### config.mk
export PLATFORM = sky130hd
export DESIGN_NAME = led_pattern_ctrl
export DESIGN_NICKNAME = d
export VERILOG_FILES = /design/src/rtl/led_pattern_pkg.sv /design/src/rtl/led_channel.sv /design/src/rtl/led_pattern_ctrl.sv
export SDC_FILE = /design/constraint.sdc
export NUM_CORES = 1
export LEC_CHECK = 0
export BUFFER_PORTS_ARGS = -buffer_cell sky130_fd_sc_hd__buf_4
export CAP_MARGIN = 25
export CORE_MARGIN = 2
export CORE_UTILIZATION = 23
export DETAILED_ROUTE_END_ITERATION = 7
export PLACE_DENSITY = 0.44
export RECOVER_POWER = 25
export SLEW_MARGIN = 5
export SYNTH_ARGS = -nofsm -noshare
export SYNTH_HDL_FRONTEND = slang
export SYNTH_SLANG_ARGS = --single-unit
### constraint.sdc
create_clock -name CLK -period 3.3 [get_ports CLK]
set_input_delay 0.495 -clock CLK [delete_from_list [all_inputs] [get_ports CLK]]
set_output_delay 0.495 -clock CLK [all_outputs]
set_load 0.1 [all_outputs]
### src/rtl/led_pattern_pkg.sv
// Shared types and sizing helpers for the multi-channel LED pattern controller.
package led_pattern_pkg;

  typedef enum logic [1:0] {
    MODE_OFF     = 2'd0,
    MODE_ON      = 2'd1,
    MODE_BLINK   = 2'd2,
    MODE_BREATHE = 2'd3
  } mode_t;

  // Channel-select width: at least one bit even for a single channel.
  function automatic int chWidth(input int nCh);
    return (nCh <= 2) ? 1 : $clog2(nCh);
  endfunction

  // Prescaler width needed to count 0..div-1.
  function automatic int prescWidth(input int div);
    return (div <= 2) ? 1 : $clog2(div);
  endfunction

endpackage

### src/rtl/led_channel.sv
// One LED channel: config registers, blink phase counter, breathe ramp and
// the registered LED drive.
module led_channel
  import led_pattern_pkg::*;
#(
  parameter int PWM_W      = 8,
  parameter int DIV_W      = 16,
  parameter int DEF_HALF   = 500,
  parameter bit INIT_PHASE = 1'b1
) (
  input  logic             CLK,
  input  logic             RST,
  input  logic             tick_i,
  input  logic [PWM_W-1:0] pwm_cnt_i,
  input  logic             wr_i,
  input  mode_t            mode_i,
  input  logic [PWM_W-1:0] duty_i,
  input  logic [DIV_W-1:0] half_i,
  output logic             led_o
);

  localparam logic [DIV_W-1:0] HALF_RST = DIV_W'(DEF_HALF);
  localparam logic [PWM_W-1:0] LVL_MAX  = '1;

  mode_t            mode_q, mode_d;
  logic [PWM_W-1:0] duty_q, duty_d;
  logic [DIV_W-1:0] half_q, half_d;
  logic [DIV_W-1:0] cnt_q, cnt_d;
  logic             phase_q, phase_d;
  logic [PWM_W-1:0] level_q, level_d;
  logic             dirUp_q, dirUp_d;
  logic             led_q, led_d;
  logic [DIV_W-1:0] halfLast;

  // Full-scale duty means solidly on, not on for all-but-one PWM step.
  function automatic logic pwmOn(input logic [PWM_W-1:0] d, input logic [PWM_W-1:0] cnt);
    return (d == LVL_MAX) || (cnt < d);
  endfunction

  // A config write replaces the tick for this channel; otherwise each tick advances the blink and breathe counters.
  always_comb begin
    mode_d   = mode_q;
    duty_d   = duty_q;
    half_d   = half_q;
    cnt_d    = cnt_q;
    phase_d  = phase_q;
    level_d  = level_q;
    dirUp_d  = dirUp_q;
    halfLast = (half_q == '0) ? '0 : half_q - DIV_W'(1);
    if (wr_i) begin
      mode_d  = mode_i;
      duty_d  = duty_i;
      half_d  = half_i;
      cnt_d   = '0;
      phase_d = 1'b1;
      level_d = '0;
      dirUp_d = 1'b1;
    end else if (tick_i) begin
      if (cnt_q >= halfLast) begin
        cnt_d   = '0;
        phase_d = ~phase_q;
      end else begin
        cnt_d = cnt_q + DIV_W'(1);
      end
      if (dirUp_q) begin
        level_d = level_q + PWM_W'(1);
        if (level_q == LVL_MAX - PWM_W'(1)) dirUp_d = 1'b0;
      end else begin
        level_d = level_q - PWM_W'(1);
        if (level_q == PWM_W'(1)) dirUp_d = 1'b1;
      end
    end
  end

  // LED drive is computed from the current state and registered, giving one cycle of latency.
  always_comb begin
    led_d = 1'b0;
    case (mode_q)
      MODE_OFF:     led_d = 1'b0;
      MODE_ON:      led_d = pwmOn(duty_q, pwm_cnt_i);
      MODE_BLINK:   led_d = phase_q & pwmOn(duty_q, pwm_cnt_i);
      MODE_BREATHE: led_d = pwmOn(level_q, pwm_cnt_i);
      default:      led_d = 1'b0;
    endcase
  end

  // Channel state registers with synchronous reset to blinking at full brightness.
  always_ff @(posedge CLK) begin
    if (RST) begin
      mode_q  <= MODE_BLINK;
      duty_q  <= '1;
      half_q  <= HALF_RST;
      cnt_q   <= '0;
      phase_q <= INIT_PHASE;
      level_q <= '0;
      dirUp_q <= 1'b1;
      led_q   <= 1'b0;
    end else begin
      mode_q  <= mode_d;
      duty_q  <= duty_d;
      half_q  <= half_d;
      cnt_q   <= cnt_d;
      phase_q <= phase_d;
      level_q <= level_d;
      dirUp_q <= dirUp_d;
      led_q   <= led_d;
    end
  end

  assign led_o = led_q;

endmodule

### src/rtl/led_pattern_ctrl.sv
// Multi-channel LED pattern controller: shared timebase prescaler, shared PWM
// counter, single-entry config handshake and per-channel pattern engines.
module led_pattern_ctrl
  import led_pattern_pkg::*;
#(
  parameter int CLK_HZ   = 125000000,
  parameter int TICK_HZ  = 1000,
  parameter int N_CH     = 2,
  parameter int PWM_W    = 8,
  parameter int DIV_W    = 16,
  parameter int DEF_HALF = 500
) (
  input  logic                      CLK,
  input  logic                      RST,
  input  logic                      CFG_WE,
  output logic                      CFG_RDY,
  input  logic [chWidth(N_CH)-1:0]  CFG_CH,
  input  logic [1:0]                CFG_MODE,
  input  logic [PWM_W-1:0]          CFG_DUTY,
  input  logic [DIV_W-1:0]          CFG_HALF,
  output logic [N_CH-1:0]           LED,
  output logic                      TICK
);

  localparam int                CH_W     = chWidth(N_CH);
  localparam int                DIV      = CLK_HZ / TICK_HZ;
  localparam int                PRE_W    = prescWidth(DIV);
  localparam logic [PRE_W-1:0]  PRE_LAST = PRE_W'(DIV - 1);

  logic [PRE_W-1:0] presc_q, presc_d;
  logic [PWM_W-1:0] pwm_q, pwm_d;
  logic             rdy_q, rdy_d;
  logic             tick;
  logic             accept;
  logic [N_CH-1:0]  wrSel;

  // Prescaler and PWM counter both free-run and wrap; the handshake drops ready for one cycle after each accept.
  always_comb begin
    tick    = (presc_q == PRE_LAST);
    presc_d = tick ? '0 : presc_q + PRE_W'(1);
    pwm_d   = pwm_q + PWM_W'(1);
    accept  = CFG_WE & rdy_q;
    rdy_d   = ~accept;
  end

  // Decode an accepted write onto its channel; out-of-range channels match nothing.
  always_comb begin
    wrSel = '0;
    for (int k = 0; k < N_CH; k++) begin
      wrSel[k] = accept && (CFG_CH == CH_W'(k));
    end
  end

  // Shared timebase and handshake registers, synchronous active-high reset.
  always_ff @(posedge CLK) begin
    if (RST) begin
      presc_q <= '0;
      pwm_q   <= '0;
      rdy_q   <= 1'b0;
    end else begin
      presc_q <= presc_d;
      pwm_q   <= pwm_d;
      rdy_q   <= rdy_d;
    end
  end

  for (genvar g = 0; g < N_CH; g++) begin : gCh
    led_channel #(
      .PWM_W      (PWM_W),
      .DIV_W      (DIV_W),
      .DEF_HALF   (DEF_HALF),
      .INIT_PHASE (((g % 2) == 0) ? 1'b1 : 1'b0)
    ) uChan (
      .CLK       (CLK),
      .RST       (RST),
      .tick_i    (tick),
      .pwm_cnt_i (pwm_q),
      .wr_i      (wrSel[g]),
      .mode_i    (mode_t'(CFG_MODE)),
      .duty_i    (CFG_DUTY),
      .half_i    (CFG_HALF),
      .led_o     (LED[g])
    );
  end

  assign CFG_RDY = rdy_q;
  assign TICK    = tick;

endmodule
# Word-level counts from Yosys, hierarchy flattened
# Cells that the tools add are included.
dict set report op_classes {
  addsub 10
  n_lt_le_gt_ge 6
  n_eq_ne 15
  muxes 17
  n_bitwise 7
  n_reduce_logical 17
}
# cell n
set ops {}
lappend ops {{$mux 16} 4}
lappend ops {{$eq 8x8->1 const B} 6}
lappend ops {{$add 16x1->16 const B} 2}
lappend ops {{$ge 16x16->1} 2}
lappend ops {{$logic_not 16->1} 2}
lappend ops {{$lt 8x8->1} 4}
lappend ops {{$sub 16x1->16 const B} 2}
lappend ops {{$add 8x1->8 const B} 3}
lappend ops {{$add 17x1->17 const B} 1}
lappend ops {{$eq 17x17->1 const B} 1}
lappend ops {{$eq 8x1->1 const B} 2}
lappend ops {{$mux 8} 2}
lappend ops {{$sub 8x1->8 const B} 2}
lappend ops {{$mux 1} 9}
lappend ops {{$eq 2x2->1 const B} 4}
lappend ops {{$pmux 1 s4} 2}
lappend ops {{$reduce_or 2->1} 3}
lappend ops {{$eq 2x1->1 const B} 2}
lappend ops {{$logic_not 2->1} 2}
lappend ops {{$logic_or 1x1->1} 4}
lappend ops {{$not 1->1} 4}
lappend ops {{$reduce_and 2->1} 2}
lappend ops {{$reduce_bool 2->1} 2}
lappend ops {{$and 1x1->1} 3}
lappend ops {{$logic_and 1x1->1} 2}
dict set report word_totals {
  regBits 132
  in_bits 30
  out_inout_bits 4
  wordCells 91
}

# Logic depth before layout (Yosys ltp)
# Gate-level depths: netlist (run 1).
dict set report logic_depth {
  depth_word 6
  ltp_mapped 15
  ltp_nobuf 14
}

# Hierarchy
# Synthesis (run 1) repeated with hierarchy kept, for this count alone.
dict set report hier_totals {
  cells_unflattened 905
  hier_area_um2 7694.9
}
# module n_inst cells_per_inst area_per_inst_um2 seq_area_each_um2
set by_module_without_submodules {}
lappend by_module_without_submodules {{led_channel (gCh[0].uChan)} 1 396 3275.6 1061.0}
lappend by_module_without_submodules {{led_channel (gCh[1].uChan)} 1 382 3253.1 1061.0}
lappend by_module_without_submodules {led_pattern_ctrl 1 127 1166.1 520.5}

# Worst setup path before layout (run 1)
# OpenSTA, ideal clock, no wires.
dict set report synth_path {
  path_kind {register to register}
  startpoint {reg presc_q[5]}
  endpoint {reg gCh[1].uChan.cnt_q[10]}
  setup_time_ps 128
  arrival_ps 4820
  required_ps 3172
  slack_ps -1647
  path_stages_with_launch 6
  n_path_buf 1
  synth_period_minus_slack_ps 4947
  path_cell_list {dfxtp_1 -> or4_1 -> nor4b_1 -> a21o_1 -> clkbuf_1 -> nor2_1}
}
dict set report synth_between {
  elab_chain_len 1
}
# element line_no
set synth_rtl {}
lappend synth_rtl {{from (decl)} led_pattern_ctrl.sv:30} ;# logic [PRE_W-1:0] presc_q, presc_d;
lappend synth_rtl {{from (signal assigned)} led_pattern_ctrl.sv:61} ;# presc_q <= presc_d;
lappend synth_rtl {{$eq 17x17->1} led_pattern_ctrl.sv:39} ;# tick = (presc_q == PRE_LAST);
lappend synth_rtl {{named net TICK} led_pattern_ctrl.sv:22} ;# output logic TICK
lappend synth_rtl {{to (signal assigned)} led_channel.sv:102} ;# cnt_q <= cnt_d;
lappend synth_rtl {{to (decl)} led_channel.sv:28} ;# logic [DIV_W-1:0] cnt_q, cnt_d;
# The timed path passes the listed nets, and every way through them passes these cells.
# A chain may end at the register's enable or synchronous reset.

# Final worst setup path (run 1)
dict set report layout_path {
  startpoint {reg gCh[0].uChan.half_q[9]}
  endpoint {reg gCh[0].uChan.phase_q}
}
dict set report layout_between {
  elab_chain_len 4
  word_cells_on_any_way 5
  cone_classes {add/sub: 1; order compare: 1; mux: 1; reduce/logical: 2}
}
# element line_no
set layout_rtl {}
lappend layout_rtl {{from (decl)} led_channel.sv:27} ;# logic [DIV_W-1:0] half_q, half_d;
lappend layout_rtl {{from (signal assigned)} led_channel.sv:101} ;# half_q <= half_d;
lappend layout_rtl {{$sub 16x1->16 or $logic_not 16->1 (tied branches)} led_channel.sv:49} ;# halfLast = (half_q == '0) ? '0 : half_q - DIV_W'(1);
lappend layout_rtl {{$mux 16 *} led_channel.sv:49}
lappend layout_rtl {{$ge 16x16->1 *} led_channel.sv:59} ;# if (cnt_q >= halfLast) begin
lappend layout_rtl {{$reduce_and 2->1 (no line) *} -}
lappend layout_rtl {{to (signal assigned)} led_channel.sv:103} ;# phase_q <= phase_d;
lappend layout_rtl {{to (decl)} led_channel.sv:29} ;# logic phase_q, phase_d;
# Mark *: on every way between the ends. The rest lies on a longest branch, timed or not.

==> impl_metrics.py, run 1 <==
metrics = {
    "run_status": {
        "status": "complete, but fails checks",
        "failed_checks": "max-capacitance violations, max-slew violations, negative setup slack",
    },
    "routing": {
        "final_antenna_net_count": 0,
        "via_per_inst": 4.40,
        "first_pass_iters": 4,
        "wire_per_inst_um": 13.5,
        "drc": 0,
        "routed_wirelength_um": 19700,
        "vias": 6439,
        "drtIter0Drc": 268,
    },
    "synthesis": {
        "synth_seq_cells": 132,
        "synth_most_common_cell": "nand2_1",
        "synthArstFlopShare": 0,
        "yosys-top-cells-area": "dfxtp_1 35%, ha_1 13%, nand2_1 7.5%",
        "synth.top_cells.by_count": "152 x nand2_1, 132 x dfxtp_1, 132 x nor2_1",
        "syn_area_per_cell_um2": 8.00,
        "synth_enable_flop_cells": 0,
        "ys_warn_count": 0,
        "synthCells": 950,
        "ys_types": 55,
        "seq_area_frac_synth": 0.348,
        "yosys.area.top_type_share": 0.348,
        "synth_area_um2": 7600,
        "synthesis.nets": 1056,
        "ys.flop_type": "dfxtp_1",
        "synth_largest_area_cell": "dfxtp_1",
    },
    "final_layout": {
        "finalNetCount": 1114,
        "syn_to_final_growth_pct": 24.9,
        "multi_input_area_um2": 4890,
        "fill_cells": 3571,
        "fin_util": 0.292,
        "antenna_cells": 0,
        "seq_area_um2": 2650,
        "drive_above_1_share": 0.141,
    },
    "clock_network": {
        "cts_tree": "done",
        "cts_sinks": 132,
        "cts_max_level": 4,
        "insertion_delay_ns": 0.42,
        "clockRootBuffer": "clkbuf_16",
        "cts_hold_buf": 0,
        "numCtsBuffers": 17,
        "cts_buffer_depth": 2,
        "path_clk_slew_ns": 0.06,
    },
    "grt": {
        "overflow": 0,
        "grt_usage": 0.119,
        "grt_max_degree": 59,
        "grt_pass1_wl_um": 32300,
        "antenna_found_initial": 0,
        "grt_pass1_vias": 6406,
    },
    "sta": {
        "fin_ws_ns": -0.119,
        "hold_viol_final": 0,
        "finalSetupViolations": 17,
        "worst_slew_pin_slew_ns": 2.59,
        "slew_headroom": -0.728,
        "fin_skew_ns": 0.0115,
        "finalCriticalPeriod_ns": 3.42,
        "post-route-period-util": 1.04,
        "fmax_mhz": 293,
        "rsz0062_at_grt": "true",
        "timing.final.max_slew_violations": 59,
    },
    "worst_setup_path": {
        "critPathKind": "reg2reg",
        "worstPathRequired_ns": 3.61,
        "critPathLaunchType": "flop",
        "arrival_ns": 3.72,
        "path_max_fanout": 3,
        "endpoint_kind": "flop",
    },
    "place": {
        "place.detailed.hpwl_um": 14400,
        "gp_congestion": 0.748,
        "io_buffers": 33,
    },
    "power": {
        "p_clk_frac": 0.527,
        "power_w": 0.00414,
        "switching_share": 0.230,
        "p_leak_nw": 3.92,
        "pwr-share-seq": 0.402,
        "internal_power_w": 0.00319,
        "power.density_nw_per_um2": 436,
        "power.switching_w": 0.000955,
        "power.share.combinational": 0.071,
        "vdd_drop_max_mv": 0.336,
    },
    "die": {
        "ios": 34,
        "coreArea_um2": 32500,
        "fp.dieW_um": 186,
        "initial_core_util": 0.234,
        "die_y_um": 186,
        "die-area_um2": 34500,
        "row_count": 66,
    },
    "run": {
        "maxCapViolCount": 1,
    },
    "min_path": {
        "hold_path.class": "in2reg",
    },
}
-- metrics by stage --
stage	hold WS [ns]	instance area, um^2	worst slack, ns	instances	setup TNS, ns
6_report	0.288	9500	-0.119	1462	-0.524
4_1_cts	0.263	9240	-0.0830	1458	-0.0830
2_1_floorplan	0.430	7620	0.00769	950	0
3_3_place_gp	0.449	8570	-0.0958	1427	-1.02
3_5_place_dp	0.456	8570	-0.130	1427	-1.94
5_1_grt	0.260	9500	-0.318	1462	-5.03
-- critical path: stages (launching register included) --
cell and delay (ns):
dfxtp_2 0.32, or4_4 0.55, nor4_4 0.31, nand2b_1 0.14, or3_4 0.42, nor3b_2 0.18, a21oi_1 0.06, ha_1 0.34
a21oi_2 0.19, o2111ai_2 0.11, a41o_1 0.26, nand3_1 0.08, or3b_4 0.36
-- flip-flops by register name, indices dropped and copies added (netlist names), 4 cells and up --
name               flops
gCh.uChan.duty_q      16
gCh.uChan.mode_q       4
gCh.uChan.cnt_q       32
pwm_q                  8
presc_q               17
gCh.uChan.level_q     16
gCh.uChan.half_q      32
-- what timing repair did --
action / in CTS / in global routing
buffers inserted: 0 / 3
endpoints found under the setup margin: 33 / 34
gates resized for setup: 3 / 51
gates cloned: 0 / 1
pin swaps: 0 / 25
endpoints found under the hold margin: 0 / 0
-- cell usage in the layout (no fill, tap or decap), types with 3 or more instances in the layout --
cell type / netlist / layout
or3_1: 5 / 4
and3_1: 17 / 17
nor2_4: 0 / 8
bufinv_16: 0 / 6
a31oi_1: 4 / 4
mux2i_1: 3 / 3
ha_1: 76 / 76
nand3_1: 33 / 33
or4_1: 6 / 4
a21o_1: 12 / 10
nor3_1: 24 / 19
o21ai_0: 17 / 16
nor3_4: 0 / 3
and2_1: 5 / 5
xor2_1: 38 / 38
a211o_1: 12 / 12
clkinvlp_4: 0 / 3
nand4_1: 25 / 25
a21oi_2: 0 / 4
dfxtp_1: 132 / 130
and4_1: 3 / 3
nor2_2: 0 / 4
a21oi_1: 53 / 49
nand2_1: 152 / 150
nand3b_1: 18 / 18
nand2b_1: 11 / 11
nor2_1: 132 / 120
buf_4: 2 / 65
nor4_1: 6 / 4
xnor2_1: 49 / 49
inv_1: 44 / 44
clkbuf_16: 0 / 18
-- power groups by stage --
stage	sequential [W]	combinational (W)	clock (W)
3_5_place_dp	0.00170	0.000286	0
6_report	0.00166	0.000296	0.00218
2_1_floorplan	0.00170	0.000169	0
3_3_place_gp	0.00170	0.000285	0
5_1_grt	0.00167	0.000335	0.00232
4_1_cts	0.00166	0.000288	0.00225
-- layout make-up --
cell class / count / share of cell area
clock buffers: 18 / 0.0463
clock inverters: 13 / 0.0242
inverters: 44 / 0.0174
multi-input cells: 741 / 0.515
flip-flops and latches: 132 / 0.279
well taps: 442 / 0.0582
repair buffers: 72 / 0.0601
-- cell families after synthesis --
group	count (synthesis)	synth area share
AOI/OAI and AO/OA	121	0.100
buffers and inverters	77	0.0393
DFF	132	0.348
xor gates and xnor gates	87	0.100
muxes	4	0.00543
and+or+nand+nor	453	0.282
adders and majority gates	76	0.125
-- final timing paths --
path	start	to	slack, ns	cells past startpoint
setup / recovery	gCh[0].uChan.half_q[9]	gCh[0].uChan.phase_q	-0.12	12
hold / removal	CFG_WE	CFG_RDY	0.29	2
setup reg to reg	gCh[0].uChan.half_q[9]	gCh[0].uChan.phase_q	-0.12	12
hold reg to reg	presc_q[0]	presc_q[0]	0.47	1
-- layer usage --
metal	routed length [um]	GRT usage
met2	9220	0.202
met3	552	0.0278
met4	139	0.0318
met5	0	0
met1	9830	0.151
(Power assumes the default switching activity.)
==> inputs of run 2 (changes only) <==
--- a/config.mk
+++ b/config.mk
@@ -11,7 +11,6 @@
 export CORE_UTILIZATION = 23
 export DETAILED_ROUTE_END_ITERATION = 7
 export PLACE_DENSITY = 0.44
-export RECOVER_POWER = 25
 export SLEW_MARGIN = 5
 export SYNTH_ARGS = -nofsm -noshare
 export SYNTH_HDL_FRONTEND = slang
==> run 2 against run 1 <==
The run ends with negative setup slack left. Largest cell class unchanged. Core utilization is essentially flat. Maximum frequency barely moved. First-iteration DRC count up 3.0%. Critical endpoint unchanged. Die area is the same. Critical path depth did not move. Total power barely moved. Count of clock-buffer cells in the layout did not move. Register-to-register slack barely moved. Clock skew fell by 0.00084 ns.
==> impl_metrics.py, run 2 (synthesis results as in run 1) <==
metrics = {
    "run_status": {
        "status": "complete, but fails checks",
        "failed_checks": "negative setup slack",
    },
    "routing": {
        "final_antenna_net_count": 0,
        "first_pass_iters": 4,
        "drtIter0Drc": 276,
        "routed_wirelength_um": 19700,
        "vias": 6441,
        "drc": 0,
        "via_per_inst": 4.41,
        "wire_per_inst_um": 13.5,
    },
    "die": {
        "die_y_um": 186,
        "die-area_um2": 34500,
        "coreArea_um2": 32500,
        "ios": 34,
        "fp.dieW_um": 186,
        "row_count": 66,
        "initial_core_util": 0.234,
    },
    "power": {
        "p_leak_nw": 3.92,
        "vdd_drop_max_mv": 0.340,
        "power.density_nw_per_um2": 436,
    },
    "final_layout": {
        "antenna_cells": 0,
        "finalNetCount": 1114,
        "reg_top3": "gCh.uChan.cnt_q (32), gCh.uChan.half_q (32), presc_q (17)",
        "final_common_cell": "nand2_1",
        "fin_cells": 1462,
        "syn_to_final_growth_pct": 25.0,
        "final_cell_mix": "150 x nand2_1, 130 x dfxtp_1, 120 x nor2_1",
        "drive_above_1_share": 0.143,
        "fin_area_um2": 9500,
    },
    "worst_setup_path": {
        "cp_top_family": "simple AND/OR/NAND/NOR gates",
        "cp_slowest_stage_delay_ns": 0.55,
        "cp_slowest_cell": "or4_4",
        "critPathLaunchType": "flop",
        "crit_buf_inv": 0,
        "cp.depth": 12,
        "critPathKind": "reg2reg",
        "path_max_fanout": 3,
        "worstPathRequired_ns": 3.61,
        "endpoint_kind": "flop",
        "arrival_ns": 3.73,
        "crit_chain": "or4_4 -> nor4_4 -> nand2b_1 -> or3_4 -> nor3b_2 -> a21oi_1 -> ha_1 -> a21oi_2 -> o2111ai_2 -> a41o_1 -> nand3_1 -> or3b_4",
        "r2r_cells": 12,
    },
    "sta": {
        "hold_viol_final": 0,
        "post-route-period-util": 1.04,
        "timing.final.max_slew_violations": 0,
        "finalCriticalPeriod_ns": 3.42,
        "rsz0062_at_grt": "true",
        "finalSetupTns_ns": -0.523,
        "worst_slew_pin_slew_ns": 0.613,
        "worst_hold_slack_ns": 0.283,
        "fmax_mhz": 293,
        "fin_skew_ns": 0.0107,
        "finalSetupViolations": 17,
        "slew_headroom": 0.591,
        "fin_ws_ns": -0.119,
    },
    "clock_network": {
        "numCtsBuffers": 17,
        "cts_sinks": 132,
        "clockRootBuffer": "clkbuf_16",
        "insertion_delay_ns": 0.42,
        "cts_tree": "done",
        "cts_hold_buf": 0,
        "cts_buffer_depth": 2,
        "cts_max_level": 4,
        "path_clk_slew_ns": 0.06,
    },
    "grt": {
        "gr-usage-met1": 0.151,
        "top_usage_layer": "met2",
        "grt_pass1_vias": 6406,
        "use_met3": 0.0278,
        "overflow": 0,
        "grt_pass1_wl_um": 32300,
        "met2_usage": 0.202,
        "antenna_found_initial": 0,
        "grt_max_degree": 59,
        "grt_usage": 0.119,
    },
    "place": {
        "gp_congestion": 0.748,
        "placedCellCount": 1427,
        "place.detailed.hpwl_um": 14400,
        "placed_area_um2": 8570,
        "io_buffers": 33,
    },
    "run": {
        "maxCapViolCount": 0,
    },
    "min_path": {
        "hold_path.class": "in2reg",
        "whs_path_depth": 2,
    },
}
-- run 2: final cells by class --
type / instances / area (um^2)
Clock buffer: 18 / 439
Clock inverter: 13 / 230
Fill cell: 3569 / 23000
Inverter: 44 / 165
Multi-Input combinational cell: 741 / 4890
Sequential cell: 132 / 2650
Tap cell: 442 / 553
Timing Repair Buffer: 72 / 578
-- run 2: metal layers --
layer | routed length, um | up-vias
li1 | - | 3375
met1 | 9790 | 3005
met2 | 9190 | 51
met3 | 569 | 10
met4 | 188 | 0
met5 | 0 | -
-- run 2: final timing paths --
path | start | end | slack, ns
max | gCh[0].uChan.half_q[9] | gCh[0].uChan.phase_q | -0.12
min | CFG_WE | CFG_RDY | 0.28
max reg2reg | gCh[0].uChan.half_q[9] | gCh[0].uChan.phase_q | -0.12
min reg2reg | presc_q[0] | presc_q[0] | 0.47
-- run 2: per-stage QoR --
step,setup WS (ns),power [W],utilization
CTS,-0.0830,0.00420,0.284
finish,-0.119,0.00415,0.292
floorplan,0.00769,0.00187,-
global route,-0.318,0.00432,0.292
detailed placement,-0.130,0.00198,0.263
global placement,-0.0958,0.00198,0.263
-- run 2: report_power, final --
group | leakage, nW | internal [W] | total (W) | switching, W
logic | 2.53 | 0.000125 | 0.000296 | 0.000170
registers | 1.07 | 0.00163 | 0.00166 | 0.0000349
clock network | 0.318 | 0.00143 | 0.00219 | 0.000753
total | 3.92 | 0.00319 | 0.00415 | 0.000958
-- run 2: repair_timing --
item / 4_1_cts / 5_1_grt
setup buffers: 0 / 3
gates resized for setup: 3 / 51
cloned: 0 / 1
setup endpoints to repair: 33 / 34
pin swaps: 0 / 25
